## src/rtl/pixel_xy_tracker_if.sv

```systemverilog
// Bus between the OLED driver / drawing logic and pixel_xy_tracker:
// index, transform mode and window bounds in; transformed coordinates and status out.
interface pixel_xy_tracker_if #(
    parameter int IDX_W = 13,
    parameter int X_W   = 7,
    parameter int Y_W   = 7
);
    logic [IDX_W-1:0] pixel_index;
    logic [1:0]       mode;
    logic [X_W-1:0]   win_x0;
    logic [X_W-1:0]   win_x1;
    logic [Y_W-1:0]   win_y0;
    logic [Y_W-1:0]   win_y1;
    logic [X_W-1:0]   x;
    logic [Y_W-1:0]   y;
    logic             valid;
    logic             busy;
    logic             frame_start;
    logic             in_window;

    modport master (
        output pixel_index, mode, win_x0, win_x1, win_y0, win_y1,
        input  x, y, valid, busy, frame_start, in_window
    );

    modport slave (
        input  pixel_index, mode, win_x0, win_x1, win_y0, win_y1,
        output x, y, valid, busy, frame_start, in_window
    );
endinterface

```

## src/rtl/pixel_xy_tracker.sv

```systemverilog
// Pixel index to (x,y) converter: incremental tracking for sequential indices,
// restoring shift-subtract divider for jumps, plus mirror/rotate and window flag.
module pixel_xy_tracker #(
    parameter int WIDTH  = 96,
    parameter int HEIGHT = 64,
    parameter int IDX_W  = 13,
    parameter int X_W    = 7,
    parameter int Y_W    = 7
) (
    input  logic               clk,
    input  logic               reset,
    pixel_xy_tracker_if.slave  bus
);
    localparam int REM_W = IDX_W + Y_W;
    localparam int CNT_W = (Y_W > 1) ? $clog2(Y_W + 1) : 1;
    localparam logic [IDX_W:0]   PIX_N     = (IDX_W+1)'(WIDTH * HEIGHT);
    localparam logic [REM_W-1:0] WIDTH_EXT = REM_W'(WIDTH);
    localparam logic [X_W-1:0]   X_LAST    = X_W'(WIDTH - 1);
    localparam logic [Y_W-1:0]   Y_LAST    = Y_W'(HEIGHT - 1);

    typedef enum logic [0:0] {
        ST_TRACK = 1'b0,
        ST_DIV   = 1'b1
    } state_t;

    state_t             state_q, state_d;
    logic [IDX_W-1:0]   idx_q, idx_d;
    logic [X_W-1:0]     x_raw_q, x_raw_d;
    logic [Y_W-1:0]     y_raw_q, y_raw_d;
    logic               lost_q, lost_d;
    logic [REM_W-1:0]   rem_q, rem_d;
    logic [Y_W-1:0]     quo_q, quo_d;
    logic [CNT_W-1:0]   cnt_q, cnt_d;
    logic [X_W-1:0]     x_q, x_d;
    logic [Y_W-1:0]     y_q, y_d;
    logic               valid_q, valid_d;
    logic               busy_q, busy_d;
    logic               frame_start_q, frame_start_d;
    logic               in_window_q, in_window_d;

    logic [REM_W-1:0]   divisor_s;
    logic [REM_W-1:0]   rem_next_s;
    logic               qbit_s;

    // Next-state: tracking rules, divider steps and output transform
    always_comb begin
        state_d       = state_q;
        idx_d         = idx_q;
        x_raw_d       = x_raw_q;
        y_raw_d       = y_raw_q;
        lost_d        = lost_q;
        rem_d         = rem_q;
        quo_d         = quo_q;
        cnt_d         = cnt_q;
        valid_d       = valid_q;
        busy_d        = busy_q;
        frame_start_d = 1'b0;
        divisor_s     = WIDTH_EXT << cnt_q;
        rem_next_s    = rem_q;
        qbit_s        = 1'b0;

        case (state_q)
            ST_TRACK: begin
                if ({1'b0, bus.pixel_index} >= PIX_N) begin
                    lost_d  = 1'b1;
                    valid_d = 1'b0;
                    idx_d   = bus.pixel_index;
                end else if ((bus.pixel_index == idx_q) && !lost_q) begin
                    idx_d = idx_q;
                end else if (bus.pixel_index == {IDX_W{1'b0}}) begin
                    x_raw_d       = {X_W{1'b0}};
                    y_raw_d       = {Y_W{1'b0}};
                    idx_d         = {IDX_W{1'b0}};
                    lost_d        = 1'b0;
                    valid_d       = 1'b1;
                    frame_start_d = (idx_q != {IDX_W{1'b0}});
                end else if (({1'b0, bus.pixel_index} == ({1'b0, idx_q} + {{IDX_W{1'b0}}, 1'b1}))
                             && !lost_q) begin
                    if (x_raw_q == X_LAST) begin
                        x_raw_d = {X_W{1'b0}};
                        y_raw_d = y_raw_q + {{(Y_W-1){1'b0}}, 1'b1};
                    end else begin
                        x_raw_d = x_raw_q + {{(X_W-1){1'b0}}, 1'b1};
                        y_raw_d = y_raw_q;
                    end
                    idx_d   = bus.pixel_index;
                    valid_d = 1'b1;
                end else begin
                    rem_d   = REM_W'(bus.pixel_index);
                    quo_d   = {Y_W{1'b0}};
                    cnt_d   = CNT_W'(Y_W - 1);
                    idx_d   = bus.pixel_index;
                    state_d = ST_DIV;
                    valid_d = 1'b0;
                    busy_d  = 1'b1;
                end
            end
            ST_DIV: begin
                // One quotient bit per edge, most significant first
                if (rem_q >= divisor_s) begin
                    rem_next_s = rem_q - divisor_s;
                    qbit_s     = 1'b1;
                end else begin
                    rem_next_s = rem_q;
                    qbit_s     = 1'b0;
                end
                rem_d = rem_next_s;
                quo_d = {quo_q[Y_W-2:0], qbit_s};
                if (cnt_q == {CNT_W{1'b0}}) begin
                    x_raw_d = X_W'(rem_next_s);
                    y_raw_d = quo_d;
                    lost_d  = 1'b0;
                    valid_d = 1'b1;
                    busy_d  = 1'b0;
                    state_d = ST_TRACK;
                end else begin
                    cnt_d = cnt_q - {{(CNT_W-1){1'b0}}, 1'b1};
                end
            end
            default: begin
                state_d = ST_TRACK;
                valid_d = 1'b0;
                busy_d  = 1'b0;
            end
        endcase

        if (bus.mode[0]) begin
            x_d = X_LAST - x_raw_d;
        end else begin
            x_d = x_raw_d;
        end
        if (bus.mode[1]) begin
            y_d = Y_LAST - y_raw_d;
        end else begin
            y_d = y_raw_d;
        end

        // An inverted window can never match because both bounds checks cannot hold
        in_window_d = valid_d
                    && (bus.win_x0 <= bus.win_x1) && (bus.win_y0 <= bus.win_y1)
                    && (x_d >= bus.win_x0) && (x_d <= bus.win_x1)
                    && (y_d >= bus.win_y0) && (y_d <= bus.win_y1);
    end

    // State and output registers with synchronous reset
    always_ff @(posedge clk) begin
        if (reset) begin
            state_q       <= ST_TRACK;
            idx_q         <= {IDX_W{1'b0}};
            x_raw_q       <= {X_W{1'b0}};
            y_raw_q       <= {Y_W{1'b0}};
            lost_q        <= 1'b0;
            rem_q         <= {REM_W{1'b0}};
            quo_q         <= {Y_W{1'b0}};
            cnt_q         <= {CNT_W{1'b0}};
            x_q           <= {X_W{1'b0}};
            y_q           <= {Y_W{1'b0}};
            valid_q       <= 1'b0;
            busy_q        <= 1'b0;
            frame_start_q <= 1'b0;
            in_window_q   <= 1'b0;
        end else begin
            state_q       <= state_d;
            idx_q         <= idx_d;
            x_raw_q       <= x_raw_d;
            y_raw_q       <= y_raw_d;
            lost_q        <= lost_d;
            rem_q         <= rem_d;
            quo_q         <= quo_d;
            cnt_q         <= cnt_d;
            x_q           <= x_d;
            y_q           <= y_d;
            valid_q       <= valid_d;
            busy_q        <= busy_d;
            frame_start_q <= frame_start_d;
            in_window_q   <= in_window_d;
        end
    end

    assign bus.x           = x_q;
    assign bus.y           = y_q;
    assign bus.valid       = valid_q;
    assign bus.busy        = busy_q;
    assign bus.frame_start = frame_start_q;
    assign bus.in_window   = in_window_q;
endmodule

```

## src/flat_wrapper.sv

```systemverilog
// flat-port wrapper written by rule: the top's interface ports become plain ports
module pixel_xy_tracker_flat 
#(
    parameter int WIDTH  = 96,
    parameter int HEIGHT = 64,
    parameter int IDX_W  = 13,
    parameter int X_W    = 7,
    parameter int Y_W    = 7
)
  (clk, reset, bus_pixel_index, bus_mode, bus_win_x0, bus_win_x1, bus_win_y0, bus_win_y1, bus_x, bus_y, bus_valid, bus_busy, bus_frame_start, bus_in_window);
  pixel_xy_tracker_if #(.IDX_W(IDX_W), .X_W(X_W), .Y_W(Y_W)) bus_i ();
  input  logic clk;
  input  logic reset;
  input wire logic [$bits(bus_i.pixel_index)-1:0] bus_pixel_index;
  input wire logic [$bits(bus_i.mode)-1:0] bus_mode;
  input wire logic [$bits(bus_i.win_x0)-1:0] bus_win_x0;
  input wire logic [$bits(bus_i.win_x1)-1:0] bus_win_x1;
  input wire logic [$bits(bus_i.win_y0)-1:0] bus_win_y0;
  input wire logic [$bits(bus_i.win_y1)-1:0] bus_win_y1;
  output wire logic [$bits(bus_i.x)-1:0] bus_x;
  output wire logic [$bits(bus_i.y)-1:0] bus_y;
  output wire logic [$bits(bus_i.valid)-1:0] bus_valid;
  output wire logic [$bits(bus_i.busy)-1:0] bus_busy;
  output wire logic [$bits(bus_i.frame_start)-1:0] bus_frame_start;
  output wire logic [$bits(bus_i.in_window)-1:0] bus_in_window;
  assign bus_i.pixel_index = bus_pixel_index;
  assign bus_i.mode = bus_mode;
  assign bus_i.win_x0 = bus_win_x0;
  assign bus_i.win_x1 = bus_win_x1;
  assign bus_i.win_y0 = bus_win_y0;
  assign bus_i.win_y1 = bus_win_y1;
  assign bus_x = bus_i.x;
  assign bus_y = bus_i.y;
  assign bus_valid = bus_i.valid;
  assign bus_busy = bus_i.busy;
  assign bus_frame_start = bus_i.frame_start;
  assign bus_in_window = bus_i.in_window;
  pixel_xy_tracker #(.WIDTH(WIDTH), .HEIGHT(HEIGHT), .IDX_W(IDX_W), .X_W(X_W), .Y_W(Y_W)) u_core (.clk(clk), .reset(reset), .bus(bus_i));
endmodule
```

## config.mk

```make
export PLATFORM = sky130hd
export DESIGN_NAME = pixel_xy_tracker_flat
export DESIGN_NICKNAME = d
export VERILOG_FILES = /design/src/rtl/pixel_xy_tracker_if.sv /design/src/rtl/pixel_xy_tracker.sv /design/src/flat_wrapper.sv
export SDC_FILE = /design/constraint.sdc
export NUM_CORES = 1
export LEC_CHECK = 0
export ABC_AREA = 0
export ABC_CLOCK_PERIOD_IN_PS = 10100
export CAP_MARGIN = 5
export CORE_MARGIN = 2
export CORE_UTILIZATION = 62
export CTS_BUF_LIST = sky130_fd_sc_hd__clkbuf_16
export CTS_CLUSTER_SIZE = 28
export DETAILED_ROUTE_END_ITERATION = 8
export HOLD_SLACK_MARGIN = 0.1
export PLACE_DENSITY = 0.88
export SYNTH_ARGS = -nofsm -noshare
export SYNTH_HDL_FRONTEND = slang
export SYNTH_SLANG_ARGS = --single-unit
```

## constraint.sdc

```tcl
create_clock -name clk -period 10.1 [get_ports clk]
set_input_delay 2.525 -clock clk [delete_from_list [all_inputs] [get_ports clk]]
set_output_delay 2.525 -clock clk [all_outputs]
set_load 0.01 [all_outputs]
```

==> results of run 1 <==
area by class of cell:
type                            instances  area [um^2]  share of cell area [%]
Inverter                               44          165                    2.52
Multi-Input combinational cell        559         3820                    58.4
Tap cell                              108          135                    2.06
Sequential cell                        74         1480                    22.6
Clock buffer                            9          225                    3.44
Clock inverter                          7         68.8                    1.05
Timing Repair Buffer                   66          646                    9.86
through the flow:
| stage | std cells | total power (uW) | utilization [%] | hold slack (ns) | setup slack [ns] |
|---|---|---|---|---|---|
| 6_report | 867 | 1230 | 74.7 | 0.463 | 3.28 |
| 5_1_grt | 867 | 1300 | 74.7 | 0.476 | 2.98 |
| 2_1_floorplan | 705 | 759 | - | 0.418 | 4.22 |
| 4_1_cts | 867 | 1220 | 74.7 | 0.456 | 3.34 |
| 3_5_place_dp | 851 | 901 | 71.3 | 0.447 | 3.04 |
| 3_3_place_gp | 851 | 882 | 71.3 | 0.433 | 3.24 |
per-layer routing:
metal	share of wire, %	track usage [%]	wire, um	vias to the layer above
met5	0	0	0	-
li1	-	-	-	2653
met4	3.7	13.9	572	0
met3	6.8	5.76	1050	50
met2	48	55.0	7460	247
met1	41	37.7	6400	2545
cells in the final DEF, fill, tap and decap left out, types with 6 or more instances in the layout:
cell             netlist  layout
a211oi_1               7       7
a21o_1                 8       8
a21oi_1               53      53
a22oi_1                9       9
a31oi_1                8       8
and4_1                10      10
clkbuf_16              0       9
clkdlybuf4s50_1        0      61
dfxtp_1               74      74
ha_1                  58      58
inv_1                 43      44
mux2i_1               24      24
nand2_1               66      66
nand2b_1               8       8
nand3_1               28      28
nand4_1               15      15
nor2_1                75      75
nor2b_1               12      12
nor3_1                11      11
nor4_1                 8       8
o21a_1                12      12
o21ai_0               23      23
o22ai_1                6       6
xnor2_1               17      17
xor2_1                19      19
power by group:
| part | switching, uW | leakage, uW | internal (uW) |
|---|---|---|---|
| sequential | 36.1 | 0.000609 | 332 |
| combinational | 307 | 0.00204 | 232 |
| clock | 128 | 0.000147 | 191 |
sequential cells by signal, summed over array words and instances, names as in the netlist:
register,count
u_core.bus.busy,1
u_core.bus.frame_start,1
u_core.bus.in_window,1
u_core.bus.valid,1
u_core.bus.x,7
u_core.bus.y,7
u_core.cnt_q,3
u_core.idx_q,13
u_core.lost_q,1
u_core.quo_q,6
u_core.rem_q,20
u_core.state_q,1
u_core.x_raw_q,6
u_core.y_raw_q,6
critical path, delay by kind of cell:
| family | cells | cell delay, ns |
|---|---|---|
| buf+inv | 1 | 0.52 |
| xor+xnor | 1 | 0.22 |
| fa+ha+maj | 1 | 0.32 |
| simple gates | 6 | 1.28 |
| mux | 1 | 0.31 |
| compound gates | 8 | 1.88 |
final timing paths:
path	cells past startpoint	start	endpoint	slack (ns)
max	18	bus_pixel_index[12]	u_core.bus.in_window	3.28
max reg2reg	22	u_core.cnt_q[1]	u_core.bus.in_window	4.42
min	2	u_core.rem_q[7]	u_core.rem_q[7]	0.46
min reg2reg	2	u_core.rem_q[7]	u_core.rem_q[7]	0.46
cells by family (layout without fill, tap and decap cells):
logic type | count (synthesis) | count (layout) | synth area share, %
AND/OR/NAND/NOR | 271 | 271 | 24.6
AO/OA/AOI/OAI | 170 | 170 | 20.6
flip-flops | 74 | 74 | 26.3
buffers and inverters | 72 | 126 | 5.78
adder cells (fa/ha/maj) | 58 | 58 | 12.9
XOR/XNOR | 36 | 36 | 5.60
multiplexers | 24 | 24 | 4.27
==> run summary, run 1 <==
Slew headroom: 40.7%
TritonCTS Buffers: 9
CTS tree: built
Initial Util: 64.2%
Reg clk slew, reported paths: 0.06 ns
DRC Markers: 0
status: complete, no violations
Finished Cell Area: 6550 um^2
Synthesized Nets: 808
EDFF count, synth: 0
total core area: 8760 um^2
CTS max path bufs: 2
grt total ovfl: 0
flop and latch count out of synthesis: 74
die height: 99.3 um
post-layout min period: 6.82 ns
area grow syn2layout: 16.2%
share of cells above drive strength 1: 5.93%
top cells by area, synth: dfxtp_1 26%, ha_1 13%, nor2_1 5.0%, a21oi_1 4.7%, nand2_1 4.4%
clock sink count: 74
max_cap viols: 0
vias in the first global route: 5576
CP startpoint kind: input pin
CP Cell Sequence: clkdlybuf4s50_1 > xor2_1 > nor3b_1 > o211ai_2 > a2111oi_4 > nand3_4 > o21ai_0 > mux2i_1 > nand3_1 > ha_1 > nor2b_1 > o21a_1 > o21ai_0 > a21oi_1 > o21a_1 > o22ai_1 > nand3_1 > nor4b_1
Layout Skew: 0.00719 ns
initial antenna violation count: 0
post-CTS setup buffer count: 0
Yosys top cell by area: dfxtp_1
Max VDD drop: 0.000166 V
Critical Path RT: 10.34 ns
post-route ant nets: 0
top cells by count, synth: 75 x nor2_1, 74 x dfxtp_1, 66 x nand2_1
kind of critical path: in2reg
final hold violation count: 0
post-DR wirelength/cell: 17.9 um
Post-Syn Instances: 705
hold buffers post-CTS: 0
ANT cells: 0
clk root buf: clkbuf_16
Worst Path Arrival: 7.06 ns
via-per-instance ratio: 6.34
most numerous cell in the Yosys netlist: nor2_1
largest net degree at the start of global routing: 55
Main synth FF type: dfxtp_1
CP peak stage delay: 0.64 ns
Skew-Pair Late Insertion Delay: 0.34 ns
FP Rows: 34
Synth warnings: 0
Cell Area, Placed: 6250 um^2
ys async rst share: 0%
IO Port Bufs: 62
Vias: 5495
GR Util All Layers: 31.5%
Avg Synthesized Cell Area: 7.99 um^2
wirelength, routed: 15500 um
# fillers: 666
Final Cycle Share: 67.5%
share of Yosys cell area claimed by the top area cell type: 26.3%
Crit. End Element: flop
gpl congestion: 0.945
Initial DRC Count: 413
Post-CTS Resized: 0
Pwr Density: 187 nW/um^2
Seq/Total Area, Yosys: 26.3%
CTS H-tree depth: 3
Mapped Area: 5630 um^2
Unique masters post-synth: 80
DPL Wire Length: 11700 um
I/O pin count: 63
router iterations before antenna repair: 6
Final setup violation count: 0
setup TNS: 0 ns
Worst Tran Pin Value: 0.888 ns
first-pass GRT wire length: 25300 um
Max Slew Vio Count: 0
Peak Freq: 0.147 GHz
unrepaired setup endpoints after global routing: no
Die ar.: 9860 um^2
die width: 99.3 um
CP max stage cell: a2111oi_4
worst min path class: reg2reg
leak pwr: 0.00279 uW
crit path max fanout: 9
# nets final: 857
Power figures use the tool's default switching activity.
==> run 2, diff against run 1 <==
--- a/config.mk
+++ b/config.mk
@@ -6,15 +6,15 @@
 export NUM_CORES = 1
 export LEC_CHECK = 0
 export ABC_AREA = 0
-export ABC_CLOCK_PERIOD_IN_PS = 10100
+export ABC_CLOCK_PERIOD_IN_PS = 6200
 export CAP_MARGIN = 5
 export CORE_MARGIN = 2
-export CORE_UTILIZATION = 62
+export CORE_UTILIZATION = 52
 export CTS_BUF_LIST = sky130_fd_sc_hd__clkbuf_16
 export CTS_CLUSTER_SIZE = 28
 export DETAILED_ROUTE_END_ITERATION = 8
 export HOLD_SLACK_MARGIN = 0.1
-export PLACE_DENSITY = 0.88
+export PLACE_DENSITY = 0.79
 export SYNTH_ARGS = -nofsm -noshare
 export SYNTH_HDL_FRONTEND = slang
 export SYNTH_SLANG_ARGS = --single-unit
==> constraint.sdc (replaced) <==
create_clock -name clk -period 6.2 [get_ports clk]
set_input_delay 1.55 -clock clk [delete_from_list [all_inputs] [get_ports clk]]
set_output_delay 1.55 -clock clk [all_outputs]
set_load 0.01 [all_outputs]
==> run 2 against run 1 <==
  * Utilization decreased by 11 points
  * Cell count increased by 3.7%
  * Die area increased by 18%
  * Flip-flop and latch count unchanged
  * Worst setup slack got worse by 2.9 ns
  * Global-route usage decreased by 4.0 points
  * Total power increased by 68%
  * First-iteration DRC count decreased by 23%
  * Routed wire length increased by 0.48%
  * Combinational power increased by 61%
  * Largest power group unchanged
  * Critical path depth unchanged
==> run summary, run 2 (synthesis gave the netlist of run 1 again) <==
final hold violation count: 0 (unchanged)
DR WL met3: 957 um (-8.9%)
hold buffers post-CTS: 0 (unchanged)
Reg with most FFs: u_core.rem_q
Max Slew Vio Count: 0 (unchanged)
gpl congestion: 0.972 (+2.9%)
CTS max path bufs: 2 (unchanged)
vias in the first global route: 5385 (-3.4%)
IO Port Bufs: 62 (unchanged)
largest net degree at the start of global routing: 55 (unchanged)
Sequential Power Share: 29.1% (-0.9 points)
FP Rows: 37 (+8.8%)
router iterations before antenna repair: 6 (unchanged)
Reg-to-Reg End: u_core.bus.in_window
leak pwr: 0.00283 uW (+1.3%)
Worst Reg-to-Reg Cells: 23 (+4.5%)
largest registers: u_core.rem_q (20), u_core.idx_q (13)
Final Cycle Share: 93.8%
worst min path class: reg2reg
area grow syn2layout: 18.1%
Crit. End Element: flop
max reg flops: 20 (unchanged)
I/O pin count: 63 (unchanged)
Pwr Density: 310 nW/um^2 (+66%)
Layout Skew: 0.00629 ns (-0.000896 ns)
Die ar.: 11700 um^2 (+18%)
post-CTS setup buffer count: 0 (unchanged)
post-layout min period: 5.82 ns
Worst Hold End: u_core.quo_q[5]
DPL Wire Length: 11900 um (+1.7%)
DR WL met2: 7380 um (-1.1%)
Worst Tran Pin Value: 1.04 ns (+0.148 ns)
Psw: 753 uW (+59%)
CP startpoint kind: input pin
most frequent cells in the layout: 75 x nor2_1, 74 x dfxtp_1, 66 x nand2_1, 61 x clkdlybuf4s50_1, 58 x ha_1
CP peak stage delay: 0.62 ns (-0.02 ns)
post-DR wirelength/cell: 17.3 um (-3.1%)
Setup WS pre-CTS: 0.146 ns (-2.90 ns)
post-route ant nets: 0 (unchanged)
setup TNS: 0 ns (unchanged)
total core area: 10400 um^2 (+19%)
Hold Path Stages: 2 (unchanged)
# nets final: 861 (+0.47%)
Reg clk slew, reported paths: 0.06 ns (about the same)
Final setup violation count: 0 (unchanged)
clock share of power: 28.6% (+2.6 points)
via-per-instance ratio: 6.06 (-4.4%)
crit path max fanout: 9 (unchanged)
Skew-Pair Late Insertion Delay: 0.33 ns (about the same)
Worst Path Arrival: 6.05 ns (-1.01 ns)
Post-CTS Resized: 0 (unchanged)
R2R setup slack: 1.13 ns (-3.29 ns)
share of cells above drive strength 1: 6.29% (+0.36 points)
clk root buf: clkbuf_16
Int Power: 1310 uW (+74%)
first-pass GRT wire length: 25900 um (+2.3%)
GR Util All Layers: 27.6% (-4.0 points)
commonest non-fill, non-tap cell in the layout: nor2_1
status: complete, no violations
ANT cells: 0 (unchanged)
multi-input combinational cell area: 3820 um^2 (unchanged)
max_cap viols: 0 (unchanged)
Critical Path Source: bus_pixel_index[12]
DR top layer: met4
CTS H-tree depth: 3 (unchanged)
grt total ovfl: 0 (unchanged)
Critical Path RT: 6.44 ns (-3.90 ns)
clock sink count: 74 (unchanged)
CP max stage cell: a2111oi_4
DRC Markers: 0 (unchanged)
Peak Freq: 0.172 GHz
Worst Slack Setup Final: 0.384 ns (-2.90 ns)
Vias: 5445 (-0.91%)
die height: 108 um (+8.8%)
Max VDD drop: 0.000154 V (-7.2%)
Sequential cell area: 1480 um^2 (unchanged)
CTS tree: built
unrepaired setup endpoints after global routing: no
Initial DRC Count: 316 (-23%)
wirelength, routed: 15600 um (+0.48%)
# fillers: 886 (+33%)
die width: 108 um (+8.8%)
initial antenna violation count: 0 (unchanged)
Comb power frac: 42.2% (-1.8 points)
kind of critical path: in2reg
Slew headroom: 31.0% (-9.7 points)
TritonCTS Buffers: 9 (unchanged)
reg2reg start: u_core.cnt_q[1]
metal1 wirelength: 6790 um (+6.2%)
Initial Util: 54.1% (-10 points)
CP Cell Sequence: clkdlybuf4s50_1 > xor2_1 > nor3b_1 > o211ai_2 > a2111oi_4 > nand3_4 > o21ai_0 > mux2i_1 > nand3_1 > ha_1 > nor2b_1 > o21a_1 > o21ai_0 > a21oi_1 > o21a_1 > o22ai_1 > nand3_1 > nor4b_1
Switching Fraction: 36.5% (-2.0 points)
HP Start: u_core.quo_q[5]
-- run 2: final cells by class --
type | count | area share (%)
well taps | 136 | 2.56
clock inverters | 7 | 1.62
clock buffers | 9 | 3.39
repair buffers | 70 | 10.2
inverters | 44 | 2.48
multi-input cells | 559 | 57.5
flip-flops and latches | 74 | 22.3
-- run 2: through the flow --
step / instances / hold WS (ns) / total power [uW] / util (%) / area (um^2)
CTS: 899 / 0.450 / 2060 / 63.8 / 6650
global placement: 883 / 0.427 / 1440 / 60.6 / 6320
finish: 899 / 0.453 / 2060 / 63.8 / 6650
global route: 899 / 0.476 / 2190 / 63.8 / 6650
floorplan: 705 / 0.418 / 1240 / - / 5630
detailed placement: 883 / 0.439 / 1460 / 60.6 / 6320
-- run 2: power groups by stage --
stage,Clock (uW),Combinational (uW),Sequential [uW]
2_1_floorplan,0,642,594
3_3_place_gp,0,831,606
3_5_place_dp,0,855,609
4_1_cts,594,863,599
5_1_grt,612,966,608
6_report,591,872,601
-- run 2: worst max path at each step --
stage                                end  slack [ns]  cells past startpoint
detailed placement  u_core.bus.in_window        0.15                     18
global placement    u_core.bus.in_window        0.36                     18
floorplan           u_core.bus.in_window        1.30                     17
finish              u_core.bus.in_window        0.38                     18
CTS                 u_core.bus.in_window        0.45                     18
global route        u_core.bus.in_window        0.05                     18
-- run 2: critical path, delay by kind of cell --
family / cells / cell delay (ns)
AO/OA/AOI/OAI: 8 / 1.84
AND/OR/NAND/NOR: 6 / 1.32
buffers and inverters: 1 / 0.61
adder cells (fa/ha/maj): 1 / 0.31
multiplexers: 1 / 0.27
XOR/XNOR: 1 / 0.15
-- run 2: layer usage --
layer,up-vias,GRT usage [%]
li1,2661,-
met5,-,0
met2,212,47.2
met3,45,4.22
met1,2527,34.6
met4,0,11.3
==> run 3, diff against run 2 <==
--- a/config.mk
+++ b/config.mk
@@ -8,13 +8,14 @@
 export ABC_AREA = 0
 export ABC_CLOCK_PERIOD_IN_PS = 6200
 export CAP_MARGIN = 5
+export CORE_ASPECT_RATIO = 1.25
 export CORE_MARGIN = 2
 export CORE_UTILIZATION = 52
 export CTS_BUF_LIST = sky130_fd_sc_hd__clkbuf_16
 export CTS_CLUSTER_SIZE = 28
 export DETAILED_ROUTE_END_ITERATION = 8
 export HOLD_SLACK_MARGIN = 0.1
-export PLACE_DENSITY = 0.79
+export PLACE_DENSITY = 0.78
 export SYNTH_ARGS = -nofsm -noshare
 export SYNTH_HDL_FRONTEND = slang
 export SYNTH_SLANG_ARGS = --single-unit
==> run 3 against run 2 <==
  * Die area about the same
  * Flip-flop and latch count unchanged
  * First-iteration DRC count increased by 21%
  * Fmax increased by 1.4%
  * Via count increased by 1.3%
  * Critical path depth unchanged
  * Routed wire length increased by 3.0%
  * Clock power about the same
  * Count of clock-buffer cells in the layout unchanged
  * Worst setup slack improved by 0.082 ns
  * Register-to-register slack got worse by 0.04 ns
  * Cell count unchanged
  * Critical endpoint unchanged
  * Largest power group unchanged
==> run summary, run 3 (synthesis gave the netlist of run 1 again) <==
Vias: 5517 (+1.3%)
IO Port Bufs: 62 (unchanged)
Hold Path Stages: 2 (unchanged)
leak pwr: 0.00285 uW (+0.69%)
hold buffers post-CTS: 0 (unchanged)
most frequent cells in the layout: 75 x nor2_1, 74 x dfxtp_1, 66 x nand2_1, 61 x clkdlybuf4s50_1, 58 x ha_1
Worst Tran Pin Value: 1.04 ns (+0.00927 ns)
Layout Skew: 0.00984 ns (+0.00355 ns)
Reg clk slew, reported paths: 0.07 ns (about the same)
Die ar.: 11700 um^2 (about the same)
CP peak stage delay: 0.63 ns (about the same)
Final setup violation count: 0 (unchanged)
Initial DRC Count: 383 (+21%)
Peak Freq: 0.174 GHz (+1.4%)
Max VDD drop: 0.000238 V (+55%)
grt total ovfl: 0 (unchanged)
kind of critical path: in2reg
FP Rows: 42 (+14%)
final hold violation count: 0 (unchanged)
post-CTS setup buffer count: 0 (unchanged)
Slew headroom: 30.4% (-0.62 points)
CP Cell Sequence: clkdlybuf4s50_1 > xor2_1 > nor3b_1 > o211ai_2 > a2111oi_4 > nand3_4 > o21ai_0 > mux2i_1 > nand3_1 > ha_1 > nor2b_1 > o21a_1 > o21ai_0 > a21oi_1 > o21a_1 > o22ai_1 > nand3_1 > nor4b_1
TritonCTS Buffers: 9 (unchanged)
die width: 97.1 um (-10%)
Final Cycle Share: 92.5% (-1.3 points)
post-layout min period: 5.73 ns (-0.0818 ns)
GRT Max-Usage Layer: met2
routing usage on met2: 50.8% (+3.7 points)
max_cap viols: 0 (unchanged)
commonest non-fill, non-tap cell in the layout: nor2_1
Skew-Pair Late Insertion Delay: 0.35 ns (+0.02 ns)
I/O pin count: 63 (unchanged)
wirelength, routed: 16000 um (+3.0%)
ANT cells: 0 (unchanged)
Critical Path RT: 6.46 ns (+0.02 ns)
Post-CTS Resized: 0 (unchanged)
CTS max path bufs: 2 (unchanged)
CTS tree: built
DPL Wire Length: 12300 um (+3.1%)
setup TNS: 0 ns (unchanged)
Worst Reg-to-Reg Cells: 23 (unchanged)
max reg flops: 20 (unchanged)
crit path max fanout: 9 (unchanged)
Worst Path Arrival: 5.99 ns (-0.06 ns)
M3 GR Usage: 5.09% (+0.87 points)
share of cells above drive strength 1: 7.04% (+0.75 points)
via-per-instance ratio: 6.14 (+1.3%)
total core area: 10600 um^2 (+1.4%)
WP buf/inv: 1 (unchanged)
critical path depth: 18 (unchanged)
status: complete, no violations
Crit. End Element: flop
post-DR wirelength/cell: 17.8 um (+3.0%)
Pwr Density: 311 nW/um^2 (+0.11%)
# nets final: 865 (+0.46%)
first-pass GRT wire length: 27200 um (+5.0%)
initial antenna violation count: 0 (unchanged)
largest registers: u_core.rem_q (20), u_core.idx_q (13)
Final Power: 2070 uW (+0.51%)
clock sink count: 74 (unchanged)
worst min path class: reg2reg
met1 usage: 31.1% (-3.4 points)
GR Util All Layers: 28.1% (+0.53 points)
DRC Markers: 0 (unchanged)
largest net degree at the start of global routing: 55 (unchanged)
Reg with most FFs: u_core.rem_q
CP startpoint kind: input pin
router iterations before antenna repair: 5 (-1)
die height: 120 um (+11%)
post-route ant nets: 0 (unchanged)
unrepaired setup endpoints after global routing: no
CTS H-tree depth: 3 (unchanged)
gpl congestion: 0.929 (-4.5%)
area grow syn2layout: 18.6%
clk root buf: clkbuf_16
CP max stage cell: a2111oi_4
Max Slew Vio Count: 0 (unchanged)
family with the most delay on the worst path: compound AO/OA/AOI/OAI gates
vias in the first global route: 5631 (+4.6%)
Initial Util: 53.3% (-0.75 points)
==> run 3: changes by cell type in the layout (fill, tap and decap cells not counted) <==
cell	change
clkinv_1	-2
inv_8	+2
buf_4	+4
bufinv_16	-1
clkinv_2	-2
clkinv_4	+2
inv_6	+1
==> run 3: final timing paths <==
check | start | endpoint | slack, ns
worst max-delay path | bus_pixel_index[12] | u_core.bus.in_window | 0.47
worst min register to register | u_core.rem_q[19] | u_core.rem_q[19] | 0.45
worst max register to register | u_core.cnt_q[1] | u_core.bus.in_window | 1.09
worst min-delay path | u_core.rem_q[19] | u_core.rem_q[19] | 0.45
==> run 3: final cells by class <==
type | count | area, um^2
Clock inverter | 7 | 109
Timing Repair Buffer | 74 | 706
Clock buffer | 9 | 225
Tap cell | 132 | 165
Sequential cell | 74 | 1480
Multi-Input combinational cell | 559 | 3820
Fill cell | 949 | 3890
Inverter | 44 | 165
==> run 3: worst min-delay path: cells and delay by family (launching register included) <==
kind	cells	cell delay [ns]
flip-flops	1	0.31
AO/OA/AOI/OAI	1	0.07
AND/OR/NAND/NOR	1	0.04
==> run 3: per-layer routing <==
| metal | vias to the layer above | part of all wire [%] |
|---|---|---|
| met4 | 0 | 4.1 |
| met3 | 53 | 6.1 |
| li1 | 2668 | - |
| met1 | 2577 | 39 |
| met2 | 219 | 51 |
| met5 | - | 0 |
==> run 3: report_power, final <==
part | leakage, uW | internal (uW) | switching [uW]
Clock | 0.000164 | 361 | 228
Combinational | 0.00208 | 389 | 497
Sequential | 0.000609 | 541 | 58.6
==> run 3: per-stage QoR <==
stage / hold slack [ns] / setup slack (ns) / instances / area (um^2) / util (%)
global route: 0.474 / 0.0751 / 899 / 6680 / 63.2
finish: 0.455 / 0.466 / 899 / 6680 / 63.2
global placement: 0.427 / 0.295 / 883 / 6340 / 60.0
detailed placement: 0.442 / 0.176 / 883 / 6340 / 60.0
floorplan: 0.418 / 1.30 / 705 / 5630 / -
CTS: 0.452 / 0.501 / 899 / 6680 / 63.2
